File: src/rtl/radix2_divider.sv
// Sequential restoring divider: one quotient bit per clock, N+1 cycles from accept to result.
// Signed operation divides magnitudes and then applies the signs, so truncation is toward zero.
module radix2_divider #(
    parameter int N = 32
) (
    input  logic         clk,
    input  logic         rst,
    input  logic         in_valid,
    output logic         in_ready,
    input  logic         is_signed,
    input  logic [N-1:0] divident,
    input  logic [N-1:0] divider,
    output logic         out_valid,
    input  logic         out_ready,
    output logic [N-1:0] quotient,
    output logic [N-1:0] reminder,
    output logic         div_by_zero,
    output logic         overflow
);

    localparam int CW = $clog2(N + 1);
    localparam logic [N-1:0] MIN_PAT = {1'b1, {(N-1){1'b0}}};

    // Handshakes: a word moves on a rising edge where valid && ready; the producer
    // holds valid and data steady until that edge, and ready never depends on valid.
    typedef enum logic [1:0] {IDLE, CALC, FIX, DONE} state_t;

    state_t         state_q, state_d;
    logic [N-1:0]   a_q, b_q, rem_q, q_q;
    logic [CW-1:0]  cnt_q;
    logic           sign_q_q, sign_r_q, zero_q, ovf_q;
    logic           accept, last_iter;
    logic [N-1:0]   a_abs, b_abs, diff;
    logic [N:0]     partial;
    logic           ge;

    assign last_iter = (cnt_q == CW'(N - 1));

    always_ff @(posedge clk or posedge rst) begin
        if (rst) state_q <= IDLE;
        else     state_q <= state_d;
    end

    always_comb begin
        state_d   = state_q;
        in_ready  = 1'b0;
        out_valid = 1'b0;
        accept    = 1'b0;
        case (state_q)
            IDLE: begin
                in_ready = 1'b1;
                if (in_valid) begin
                    accept  = 1'b1;
                    state_d = CALC;
                end
            end
            CALC: if (last_iter) state_d = FIX;
            FIX:  state_d = DONE;
            DONE: begin
                out_valid = 1'b1;
                if (out_ready) state_d = IDLE;
            end
            default: state_d = IDLE;
        endcase
    end

    // |MIN| negates to itself, which is exactly 2^(N-1) read as unsigned.
    assign a_abs = (is_signed && divident[N-1]) ? -divident : divident;
    assign b_abs = (is_signed && divider[N-1])  ? -divider  : divider;

    // The difference only matters when it is non-negative, where it always fits in N bits.
    assign partial = {rem_q, a_q[N-1]};
    assign ge      = (partial >= {1'b0, b_q});
    assign diff    = partial[N-1:0] - b_q;

    always_ff @(posedge clk or posedge rst) begin
        if (rst) begin
            a_q         <= '0;
            b_q         <= '0;
            rem_q       <= '0;
            q_q         <= '0;
            cnt_q       <= '0;
            sign_q_q    <= 1'b0;
            sign_r_q    <= 1'b0;
            zero_q      <= 1'b0;
            ovf_q       <= 1'b0;
            quotient    <= '0;
            reminder    <= '0;
            div_by_zero <= 1'b0;
            overflow    <= 1'b0;
        end else begin
            case (state_q)
                IDLE: if (accept) begin
                    a_q      <= a_abs;
                    b_q      <= b_abs;
                    rem_q    <= '0;
                    q_q      <= '0;
                    cnt_q    <= '0;
                    sign_q_q <= is_signed && (divident[N-1] != divider[N-1]);
                    sign_r_q <= is_signed && divident[N-1];
                    zero_q   <= (divider == '0);
                    ovf_q    <= is_signed && (divident == MIN_PAT) && (divider == '1);
                end
                CALC: begin
                    a_q   <= {a_q[N-2:0], 1'b0};
                    rem_q <= ge ? diff : partial[N-1:0];
                    q_q   <= {q_q[N-2:0], ge};
                    cnt_q <= cnt_q + CW'(1);
                end
                FIX: begin
                    // A zero divisor leaves rem = |dividend|, so re-signing it restores the raw dividend.
                    quotient    <= zero_q ? '1 : (sign_q_q ? -q_q : q_q);
                    reminder    <= sign_r_q ? -rem_q : rem_q;
                    div_by_zero <= zero_q;
                    overflow    <= ovf_q;
                end
                default: ;
            endcase
        end
    end

endmodule

File: config.mk
export PLATFORM = sky130hd
export DESIGN_NAME = radix2_divider
export DESIGN_NICKNAME = d
export VERILOG_FILES = /design/src/rtl/radix2_divider.sv
export SDC_FILE = /design/constraint.sdc
export NUM_CORES = 1
export LEC_CHECK = 0
export BUFFER_PORTS_ARGS = -buffer_cell sky130_fd_sc_hd__clkbuf_2
export CAP_MARGIN = 20
export CORE_AREA = 3 3 179 128
export DETAILED_ROUTE_END_ITERATION = 8
export DIE_AREA = 0 0 182 131
export MAX_ROUTING_LAYER = met4
export PLACE_DENSITY = 0.8
export REMOVE_ABC_BUFFERS = 1
export SKIP_CTS_REPAIR_TIMING = 1
export SYNTH_ARGS = -nofsm -noshare
export SYNTH_HDL_FRONTEND = slang
export SYNTH_SLANG_ARGS = --single-unit
File: constraint.sdc
create_clock -name clk -period 8.3 [get_ports clk]
set_clock_uncertainty 0.2 [all_clocks]
set_input_delay 0.83 -clock clk [delete_from_list [all_inputs] [get_ports clk]]
set_output_delay 0.83 -clock clk [all_outputs]
set_load 0.01 [all_outputs]
# Word level (Yosys, flattened, before mapping)
# Cells that the tools add are included.
# word_totals
out_inout_bits	68
in_bits	69
reg_bits	206
# op_classes
addsub	6
n_reduce_logical	11
n_lt_le_gt_ge	1
muxes	21
n_eq_ne	11
# op_table
op	n
$mux 32	8
$pmux 32 s2	3
$neg 32->32	4
$eq 32x32->1 const B	2
$ge 33x32->1	1
$logic_not 32->1	1
$sub 32x32->32	1
$pmux 6 s2	1
$ne 2x2->1 const B	4
$pmux 2 s4	1
$add 6x1->6 const B	1
$eq 6x5->1 const B	1
$mux 2	3
$mux 6	1
$logic_and 1x1->1	5
$eq 2x2->1 const B	2
$mux 1	4
$reduce_and 2->1	2
$reduce_and 3->1	1
$eq 2x1->1 const B	1
$logic_not 2->1	1
$reduce_bool 2->1	1
$ne 1x1->1	1

# Logic depth before layout (Yosys ltp)
# Gate-level depths: netlist of run 1.
# logic_depth
depth_word	4
mapped_depth	13

# Worst setup path after synthesis of run 1
# Ideal clock, no wire load.
# synth_path
kind	in2reg
start	input port divident[0]
end	register a_q[30]
setup_ns	0.126
stages	8
arrival_ns	3.148
path_buffers	0
slack_ns	4.826
cell_sequence	inv_1 ha_1 or4b_2 nor3_1 nand4_1 o41a_1 xor2_1 a221o_1
# synth_between
elab_chain_cells	4
# synth_rtl
item	line_no	source
start, declared	11	input logic [N-1:0] divident,
$neg 32->32	68	assign a_abs = (is_signed && divident[N-1]) ? -divident : divident;
$mux 32	68	
$mux 32	93	IDLE: if (accept) begin
$pmux 32 s2	92	case (state_q)
end signal, assigned	94	a_q <= a_abs;
end signal, assigned	105	a_q <= {a_q[N-2:0], 1'b0};
end, declared	29	logic [N-1:0] a_q, b_q, rem_q, q_q;
# Every way passes these cells. The select of a mux whose other input is x is not followed.
# A chain may end at the register's enable or synchronous reset.

# Worst setup path in the final report of run 1
# layout_path
start	register rem_q[0]
end	register rem_q[0]
# layout_between
elab_chain_cells	3
# layout_rtl
item	line_no	source
start, declared	29	
start signal, assigned	106	rem_q <= ge ? diff : partial[N-1:0];
$ge 33x32->1	73	assign ge = (partial >= {1'b0, b_q});
$mux 32	106	
$pmux 32 s2	92	
# Every way passes these cells.

==> qor.yml, run 1 <==
status:
  outcome: "finished, final reports clean"
placement:
  routabilityCongestion: 0.9725
  io_buffers: 136
  hpwl_microns: 23330
floorplanning:
  io_pins: 137
  die_h_microns: 131
  rows: 45
  die_area_sq_um: 23840
  die_w_microns: 182
  start_util_pct: 59.26
  fp.coreArea_sq_um: 21510
sta:
  max_slew_margin_pct: 28.38
  finalHoldViolCount: 0
  finalCritPeriodShare_pct: 54.96
  fin_tns_setup_ns: 0
  worst_pin_slew_ns: 1.074
  slew_viol_final: 0
  rsz0062_at_grt: "false"
  clock.fmax_ghz: 0.2192
  layout_min_cycle_time_ns: 4.562
  setup_viol: 0
logic_synthesis:
  synth.top_cells.by_area: "dfrtp_1 (40%), xor2_1 (5.8%), o21ai_0 (5.5%), nand2_1 (5.5%), ha_1 (4.1%)"
  yosysMostFrequentCell: "dfrtp_1"
  ys_ff_latch: 206
  yosysSeqAreaShare_pct: 40.44
  synth_area_sq_um: 12750
  synth-async-reset-ratio_pct: 100.0
  yosysWarningCount: 0
  synth_common_cells: "dfrtp_1 (206), nand2_1 (186), o21ai_0 (140)"
  synth_ff_type: "dfrtp_1"
  syn_inst: 1451
  yosysTopAreaCell: "dfrtp_1"
  yosysUniqueCellTypes: 70
  synth_top_area_share_pct: 40.44
  syn_area_per_cell_sq_um: 8.784
  synth_edf_count: 0
detailed_routing:
  drtIter0Drc: 917
  drc: 0
  wl_met1_microns: 16400
  wl_met3_microns: 2848
  ant_nets: 0
  first_pass_iters: 5
  wl_microns: 32280
  avgRoutedWirePerCell_microns: 17.71
  wl_met2_microns: 12670
  vias: 11090
  via_per_inst: 6.084
  highest_layer: "met4"
min_path:
  hp-start: "ovf_q$_DFFE_PP0P_"
  min_path_type: "register to register"
setup_path:
  reg2reg_setup_slack_ns: 3.74
  startpoint: "rem_q[0]$_DFFE_PP0P_"
  worstPathCellList: "ha_1 > nor2b_1 > o2111ai_1 > a2111oi_2 > nor4b_1 > o41ai_2 > nor3b_4 > buf_4 > or2_2 > o311ai_0"
  worstSetupPathType: "register to register"
  cp_max_fo: 24
  critical_path_required_ns: 8.44
  r2r_start: "rem_q[0]$_DFFE_PP0P_"
  start_kind: "register"
  cp.arrival_ns: 4.70
  slowest_stage: "nor3b_4"
  cpPeakStageDelay_ns: 0.79
  worst_setup_path_end_kind: "register"
flow_run:
  max_cap_violations: 0
layout:
  syn_to_final_growth_pct: 11.49
  final_net_count: 1641
  nFillCells: 1819
  drive_above_1_share_pct: 13.50
  diodes: 0
  utilization_pct: 66.07
cts:
  cts-buffers-inserted: 21
  clock_latency_ns: 0.50
  cts_tree: "yes"
  cts.clk_slew.worst_paths_ns: 0.06
  cts.sinks: 206
  htree_levels: 1
  cts-root-buf: "clkbuf_16"
  cts_buffer_depth: 3
global_routing:
  grt_pass1_vias: 9903
  grt_pass1_wl_microns: 51930
  antenna_found_initial: 0
  grt_max_degree: 130
  overflow: 0
  groute.usage.overall_pct: 27.39
power:
  powerDensity_nw_per_um2: 253.7
  power_uw: 3605
  ir_drop_v: 0.0001593
  p_leak_uw: 0.006238
[kinds of logic after synthesis]
| family | synth area share (%) |
|---|---|
| compound gates | 24.20 |
| flops | 40.44 |
| simple gates | 15.72 |
| mux | 1.021 |
| xor+xnor | 9.895 |
| buf+inv | 4.447 |
| fa+ha+maj | 4.280 |
[layout make-up]
type	count	area, sq um	area share (%)
clock buffer	31	613.1	4.315
clock inverter	4	45.04	0.3170
inverter	53	206.4	1.453
multi-input combinational	1101	7054	49.64
sequential	206	5155	36.28
tap	282	352.8	2.483
timing repair buffer	146	783.3	5.512
[per-layer routing]
layer  up-vias  global-route usage [%]
met2       399                   36.42
met3        34                   4.787
li1       5397                       -
met1      5262                   43.89
met5         -                       -
met4         0                   4.029
[sequential cells by signal, summed over array words and instances, names as in the netlist, 2 cells and up]
name / cells
quotient: 32
rem_q: 32
state_q: 2
a_q: 32
b_q: 32
reminder: 32
q_q: 32
cnt_q: 6
[cell usage in the layout (no fill, tap or decap), types with 17 or more instances in the layout]
cell and instances:
dfrtp_1 206, nand2_1 185, o21ai_0 140, clkbuf_2 136, a21oi_1 104, nor2_1 97
xor2_1 85, xnor2_1 59, inv_1 51, ha_1 41, o211ai_1 36, a22o_1 31
o22a_1 29, o31ai_1 26, or3_1 25, nor3_1 23, clkbuf_16 21, nand3_1 19
nand4_1 18, a21o_1 17
[metrics by stage]
stage	hold WS [ns]	cells	instance area [sq um]	worst slack, ns
final	0.2750	1823	14210	3.738
after global placement	0.2547	1786	13510	4.018
after global routing	0.2995	1823	14210	3.437
after floorplan	0.2423	1360	12380	1.646
after CTS	0.2786	1821	14170	3.812
after detailed placement	0.2644	1786	13510	3.863
[worst paths after layout]
path                                       endpoint  cells past startpoint
min reg2reg                       ovf_q$_DFFE_PP0P_                      2
max reg2reg                    rem_q[0]$_DFFE_PP0P_                     10
min in group asynchronous  quotient[26]$_DFFE_PP0P_                      2
min                               ovf_q$_DFFE_PP0P_                      2
max in group asynchronous       q_q[26]$_DFFE_PP0P_                      3
max                            rem_q[0]$_DFFE_PP0P_                     10
[where the power goes]
| part | total, uW | switching, uW | internal (uW) |
|---|---|---|---|
| Clock | 921 | 382 | 539 |
| Combinational | 1330 | 751 | 582 |
| Sequential | 1350 | 225 | 1130 |
| Total | 3610 | 1360 | 2250 |
[worst max-delay path, delay by kind of cell, from the launching register on]
family / cells / cell delay (ns)
AO/OA/AOI/OAI: 4 / 1.45
adder cells (fa/ha/maj): 1 / 0.33
buffers and inverters: 1 / 0.37
flip-flops: 1 / 0.48
AND/OR/NAND/NOR: 4 / 1.55
No activity file was read; power rests on OpenSTA's default activity.
==> inputs of run 2 (changes only) <==
==> constraint.sdc (replaced) <==
create_clock -name clk -period 4.35 [get_ports clk]
set_clock_uncertainty 0.2 [all_clocks]
set_input_delay 0.435 -clock clk [delete_from_list [all_inputs] [get_ports clk]]
set_output_delay 0.435 -clock clk [all_outputs]
set_load 0.01 [all_outputs]
==> run 2 against run 1 <==
Against the previous run: design area up 1.2%; critical endpoint is now rem_q[30]$_DFFE_PP0P_; setup slack worse by 3.2 ns; maximum frequency up 21%; utilization up 0.79 points; via count up 0.65%; largest cell class unchanged; wire length up 3.5%; critical path depth up 2; non-clock buffer count up 16; sequential power up 93%; count of clock-buffer cells in the layout down 1; sequential share of layout area down 0.43 points.
==> qor.yml, run 2 (synthesis results as in run 1) <==
status:
  outcome: "finished, final reports clean"  # unchanged
sta:
  hold_slack_ns: 0.003541  # was 0.2750 ns
  clock.fmax_ghz: 0.2644  # was 0.2192 GHz
  rsz0062_at_grt: "false"  # unchanged
  worst_pin_slew_ns: 0.8618  # was 1.074 ns
  slew_viol_final: 0  # unchanged
  finalHoldViolCount: 0  # unchanged
  layout_min_cycle_time_ns: 3.783  # was 4.562 ns
  max_slew_margin_pct: 42.55  # was 28.38%
  finalCritPeriodShare_pct: 86.96  # was 54.96%
  setup_viol: 0  # unchanged
global_routing:
  overflow: 0  # unchanged
  grt_max_degree: 124  # was 130
  groute.usage.overall_pct: 28.08  # was 27.39%
  antenna_found_initial: 0  # unchanged
  grt_pass1_wl_microns: 53270  # was 51,930 microns
  grt_pass1_vias: 9883  # was 9,903
floorplanning:
  die_h_microns: 131  # unchanged
  fp.coreArea_sq_um: 21510  # unchanged
  rows: 45  # unchanged
  start_util_pct: 59.26  # unchanged
  die_w_microns: 182  # unchanged
  io_pins: 137  # unchanged
  die_area_sq_um: 23840  # unchanged
power:
  ir_drop_v: 0.0003383  # was 0.0001593 V
  swShare_pct: 38.52  # was 37.68%
  p_switching_uw: 2755  # was 1358 uW
  p_leak_uw: 0.006344  # was 0.006238 uW
  powerDensity_nw_per_um2: 497.5  # was 253.7 nW/um^2
  combPwrFrac_pct: 37.9  # was 37.0%
  power_frac_seq_pct: 36.3  # was 37.5%
  p_int_uw: 4398  # was 2247 uW
  power_uw: 7153  # was 3605 uW
  clockPowerShare_pct: 25.8  # was 25.5%
layout:
  syn_to_final_growth_pct: 12.81  # was 11.49%
  nFillCells: 1815  # was 1,819
  drive_above_1_share_pct: 14.42  # was 13.50%
  final_cell_mix: "dfrtp_1 (206), nand2_1 (185), o21ai_0 (140)"  # unchanged
  diodes: 0  # unchanged
  layout_commonest_cell: "dfrtp_1"  # unchanged
  fin_area_sq_um: 14380  # was 14,210 sq um
  stdcell_count: 1842  # was 1,823
  final_net_count: 1658  # was 1,641
  multi_input_area_sq_um: 7054  # unchanged
  utilization_pct: 66.85  # was 66.07%
  seq_area_sq_um: 5155  # unchanged
detailed_routing:
  drc: 0  # unchanged
  ant_nets: 0  # unchanged
  vias: 11160  # was 11,090
  avgRoutedWirePerCell_microns: 18.14  # was 17.71 microns
  via_per_inst: 6.061  # was 6.084
  first_pass_iters: 5  # unchanged
  drtIter0Drc: 950  # was 917
  wl_microns: 33420  # was 32,280 microns
flow_run:
  max_cap_violations: 0  # unchanged
setup_path:
  cpPeakStageDelay_ns: 0.47  # was 0.79 ns
  worst_setup_path_end_kind: "register"  # unchanged
  critical_path_required_ns: 4.54  # was 8.44 ns
  worstSetupPathType: "register to register"  # unchanged
  cp.arrival_ns: 3.97  # was 4.70 ns
  slowest_stage: "dfrtp_1"  # was nor3b_4
  start_kind: "register"  # unchanged
  crit_top_cell: "buf_4"
  worstPathCellList: "ha_1 > nor2b_1 > o2111ai_1 > a2111oi_2 > nor4b_1 > o41ai_2 > buf_4 > nor3b_4 > buf_4 > buf_4 > o31a_1 > o21ai_0"  # was ha_1 > nor2b_1 > o2111ai_1 > a2111oi_2 > nor4b_1 > o41ai_2 > nor3b_4 > buf_4 > or2_2 > o311ai_0
  cp_max_fo: 16  # was 24
cts:
  cts_buffer_depth: 3  # unchanged
  cts.clk_slew.worst_paths_ns: 0.06  # about the same
  cts-root-buf: "clkbuf_16"  # unchanged
  clock_latency_ns: 0.52  # was 0.50 ns
  htree_levels: 1  # unchanged
  cts.sinks: 206  # unchanged
  cts-buffers-inserted: 22  # was 21
  cts_tree: "yes"  # unchanged
min_path:
  min_path_type: "input port to register"  # was register to register
placement:
  routabilityCongestion: 1.014  # was 0.9725
  dp_cells: 1802  # was 1,786
  hpwl_microns: 24370  # was 23,330 microns
  place_area_sq_um: 13640  # was 13,510 sq um
  io_buffers: 136  # unchanged
-- run 2: cell types whose count changed in the layout (fill, tap and decap cells not counted) --
cell	before	now
buf_4	8	23
clkbuf_8	5	2
clkbuf_16	21	23
clkinv_2	3	5
buf_12	0	1
buf_16	1	0
buf_8	1	0
bufinv_16	1	2
clkbuf_1	5	6
clkinv_8	0	1
dlygate4sd3_1	0	1
-- run 2: final timing paths --
| check | start | endpoint | slack [ns] | cells past startpoint |
|---|---|---|---|---|
| max | rem_q[0]$_DFFE_PP0P_ | rem_q[30]$_DFFE_PP0P_ | 0.57 | 12 |
| min | divident[0] | a_q[0]$_DFFE_PP0P_ | 0.004 | 2 |
| max reg2reg | rem_q[0]$_DFFE_PP0P_ | rem_q[30]$_DFFE_PP0P_ | 0.57 | 12 |
| min reg2reg | ovf_q$_DFFE_PP0P_ | ovf_q$_DFFE_PP0P_ | 0.28 | 2 |
| max in group asynchronous | rst | reminder[6]$_DFFE_PP0P_ | 2.60 | 4 |
| min in group asynchronous | rst | quotient[28]$_DFFE_PP0P_ | 0.44 | 3 |
-- run 2: per-stage QoR --
step           worst slack, ns  setup TNS, ns
2_1_floorplan           -1.909        -398.04
4_1_cts                 0.5964              0
6_report                0.5672              0
3_5_place_dp            0.6134              0
5_1_grt                 0.2335              0
3_3_place_gp            0.6778              0
-- run 2: cell type report --
| type | count | share of cell area, % |
|---|---|---|
| clock buffer | 30 | 4.177 |
| clock inverter | 8 | 0.7048 |
| inverter | 53 | 1.436 |
| multi-input combinational | 1101 | 49.06 |
| sequential | 206 | 35.85 |
| tap | 282 | 2.454 |
| timing repair buffer | 162 | 6.317 |
-- run 2: worst max-delay path: cells and delay by family, from the launching register on --
family | cells | cell delay (ns)
buffers and inverters | 3 | 0.64
and+or+nand+nor | 3 | 0.77
AOI/OAI and AO/OA | 5 | 1.21
DFF | 1 | 0.47
adders and majority gates | 1 | 0.33
-- run 2: per-layer routing --
layer | part of all wire [%] | global-route usage, %
met4 | 1.4 | 4.387
met1 | 51 | 45.29
met3 | 10 | 7.194
met5 | 0 | -
met2 | 38 | 35.00
-- run 2: power groups by stage --
stage	logic [uW]	clock network, uW	registers (uW)
6_report	2710	1840	2600
5_1_grt	2980	1950	2620
4_1_cts	2650	1870	2560
3_5_place_dp	2630	0	2600
3_3_place_gp	2620	0	2580
2_1_floorplan	1930	0	2450
==> inputs of run 3 (changes only) <==
--- a/config.mk
+++ b/config.mk
@@ -10,6 +10,7 @@
 export CORE_AREA = 3 3 179 128
 export DETAILED_ROUTE_END_ITERATION = 8
 export DIE_AREA = 0 0 182 131
+export GPL_TIMING_DRIVEN = 0
 export MAX_ROUTING_LAYER = met4
 export PLACE_DENSITY = 0.8
 export REMOVE_ABC_BUFFERS = 1
==> constraint.sdc (replaced) <==
create_clock -name clk -period 4.2 [get_ports clk]
set_clock_uncertainty 0.2 [all_clocks]
set_input_delay 0.42 -clock clk [delete_from_list [all_inputs] [get_ports clk]]
set_output_delay 0.42 -clock clk [all_outputs]
set_load 0.01 [all_outputs]
==> run 3 against run 2 <==
Against the previous run: the flow now finishes with violations (hold timing); hold slack got worse by 0.0049 ns; wire length shrank 2.9%; register-to-register slack worse by 0.36 ns; clock power is 6% higher; highest routed layer unchanged; design area increased by 0.50%; global-route usage fell by 0.68 points; die area did not move; largest cell class unchanged; setup slack got worse by 0.36 ns; maximum frequency shrank 5.3%; utilization grew 0.33 points.
==> qor.yml, run 3 (synthesis results as in run 1) <==
setup_path:
  worst_setup_path_end_kind: "register"  # unchanged
  r2r_start: "rem_q[22]$_DFFE_PP0P_"  # was rem_q[0]$_DFFE_PP0P_
  cp_max_fo: 28  # was 16
  worstPathCellList: "ha_1 > nand4_1 > nor4_1 > a41oi_1 > o211ai_1 > a211o_1 > buf_16 > or2_4 > o311ai_0"  # was ha_1 > nor2b_1 > o2111ai_1 > a2111oi_2 > nor4b_1 > o41ai_2 > buf_4 > nor3b_4 > buf_4 > buf_4 > o31a_1 > o21ai_0
  timing.critical_path.buf_inv: 1  # was 3
  critical_path_required_ns: 4.34  # was 4.54 ns
  reg2reg_setup_slack_ns: 0.21  # was 0.57 ns
  worst_r2r_endpoint: "rem_q[2]$_DFFE_PP0P_"  # was rem_q[30]$_DFFE_PP0P_
  slowest_stage: "nor4_1"  # was dfrtp_1
  startpoint: "rem_q[22]$_DFFE_PP0P_"  # was rem_q[0]$_DFFE_PP0P_
  cpPeakStageDelay_ns: 0.64  # was 0.47 ns
  cpLargestDelayFamily: "simple AND/OR/NAND/NOR gates"  # was compound AO/OA/AOI/OAI gates
  path_depth: 9  # was 12
  critPathCapture: "rem_q[2]$_DFFE_PP0P_"  # was rem_q[30]$_DFFE_PP0P_
  worstSetupPathType: "register to register"  # unchanged
  rr_worst_depth: 9  # was 12
  cp.arrival_ns: 4.14  # was 3.97 ns
  start_kind: "register"  # unchanged
global_routing:
  groute.usage.overall_pct: 27.39  # was 28.08%
  overflow: 0  # unchanged
  antenna_found_initial: 0  # unchanged
  grt_pass1_wl_microns: 52330  # was 53,270 microns
  grt_pass1_vias: 9878  # was 9,883
  grt_max_degree: 108  # was 124
power:
  ir_drop_v: 0.0002974  # was 0.0003383 V
  p_leak_uw: 0.006328  # was 0.006344 uW
  powerDensity_nw_per_um2: 507.1  # was 497.5 nW/um^2
layout:
  layout_commonest_cell: "dfrtp_1"  # unchanged
  final_net_count: 1646  # was 1,658
  nFillCells: 1783  # was 1,815
  syn_to_final_growth_pct: 13.37  # was 12.81%
  drive_above_1_share_pct: 13.90  # was 14.42%
  final_cell_mix: "dfrtp_1 (206), nand2_1 (185), o21ai_0 (139)"  # was dfrtp_1 (206), nand2_1 (185), o21ai_0 (140)
  fin_area_sq_um: 14450  # was 14,380 sq um
  stdcell_count: 1829  # was 1,842
  diodes: 0  # unchanged
detailed_routing:
  first_pass_iters: 5  # unchanged
  avgRoutedWirePerCell_microns: 17.74  # was 18.14 microns
  drc: 0  # unchanged
  via_per_inst: 6.112  # was 6.061
  ant_nets: 0  # unchanged
  wl_microns: 32440  # was 33,420 microns
  drtIter0Drc: 1058  # was 950
  vias: 11180  # was 11,160
sta:
  layout_min_cycle_time_ns: 3.995  # was 3.783 ns
  worst_pin_slew_ns: 0.9935  # was 0.8618 ns
  clock.fmax_ghz: 0.2503  # was 0.2644 GHz
  slew_viol_final: 0  # unchanged
  finalHoldViolCount: 1  # was 0
  setup_viol: 0  # unchanged
  hold_slack_ns: -0.001350  # was 0.003541 ns
  rsz0062_at_grt: "false"  # unchanged
  max_slew_margin_pct: 33.77  # was 42.55%
  finalCritPeriodShare_pct: 95.11  # was 86.96%
floorplanning:
  rows: 45  # unchanged
  die_h_microns: 131  # unchanged
  start_util_pct: 59.26  # unchanged
  die_w_microns: 182  # unchanged
  io_pins: 137  # unchanged
  fp.coreArea_sq_um: 21510  # unchanged
  die_area_sq_um: 23840  # unchanged
min_path:
  min_path_type: "input port to register"  # unchanged
placement:
  io_buffers: 136  # unchanged
  routabilityCongestion: 0.9680  # was 1.014
  dp_cells: 1786  # was 1,802
  place_area_sq_um: 13640  # about the same
  hpwl_microns: 23350  # was 24,370 microns
cts:
  cts.sinks: 206  # unchanged
  clock_latency_ns: 0.50  # was 0.52 ns
  cts-root-buf: "clkbuf_16"  # unchanged
  cts.clk_slew.worst_paths_ns: 0.06  # about the same
  htree_levels: 1  # unchanged
  cts_tree: "yes"  # unchanged
  cts-buffers-inserted: 22  # unchanged
  cts_buffer_depth: 3  # unchanged
status:
  outcome: "complete, but fails checks"  # was finished, final reports clean
  violations: "hold timing"
flow_run:
  max_cap_violations: 0  # unchanged
run 3: changes by cell type in the layout (fill, tap and decap cells not counted), moves of 2 or more:
cell	before	now
clkinv_2	5	2
buf_12	1	4
buf_8	0	2
buf_4	23	1
buf_16	0	4
clkbuf_1	6	4
clkinvlp_4	0	2
run 3: power breakdown:
| part | total [uW] | internal [uW] | switching (uW) |
|---|---|---|---|
| sequential | 2670 | 2230 | 445 |
| clock | 1950 | 1170 | 782 |
| combinational | 2700 | 1200 | 1500 |
| total | 7330 | 4600 | 2730 |
run 3: metal layers:
layer / vias up / GRT usage (%) / share of wire (%)
li1: 5389 / - / -
met1: 5321 / 43.78 / 50
met2: 438 / 36.23 / 40
met3: 30 / 5.036 / 8.6
met4: 0 / 4.252 / 1.2
met5: - / - / 0
run 3: area by class of cell:
cell class / count / area [sq um] / share of cell area, %
multi-input combinational: 1101 / 7077 / 48.97
sequential: 206 / 5155 / 35.67
timing repair buffer: 150 / 933.4 / 6.459
clock buffer: 30 / 631.9 / 4.373
tap: 282 / 352.8 / 2.442
inverter: 53 / 206.4 / 1.429
clock inverter: 7 / 93.84 / 0.6494
run 3: through the flow:
stage,TNS [ns],power [uW],worst slack [ns],util [%]
2_1_floorplan,-439.02,4535,-2.044,-
3_3_place_gp,-1086.65,5194,-4.341,62.36
3_5_place_dp,-5.913,5292,-0.2839,63.40
4_1_cts,-6.823,7267,-0.3192,66.78
5_1_grt,0,7772,0.05132,67.18
6_report,0,7328,0.2054,67.18
run 3: how the worst min path moves through the flow:
stage | startpoint | end | slack, ns | cells past startpoint
4_1_cts | rst | quotient[19]$_DFFE_PP0P_ | -0.11 | 2
6_report | divider[31] | zero_q$_DFFE_PP0P_ | -0.001 | 2
3_3_place_gp | a_q[27]$_DFFE_PP0P_ | a_q[27]$_DFFE_PP0P_ | 0.25 | 2
2_1_floorplan | a_q[27]$_DFFE_PP0P_ | a_q[27]$_DFFE_PP0P_ | 0.24 | 2
3_5_place_dp | ovf_q$_DFFE_PP0P_ | ovf_q$_DFFE_PP0P_ | 0.27 | 2
5_1_grt | divider[31] | zero_q$_DFFE_PP0P_ | 0.002 | 2
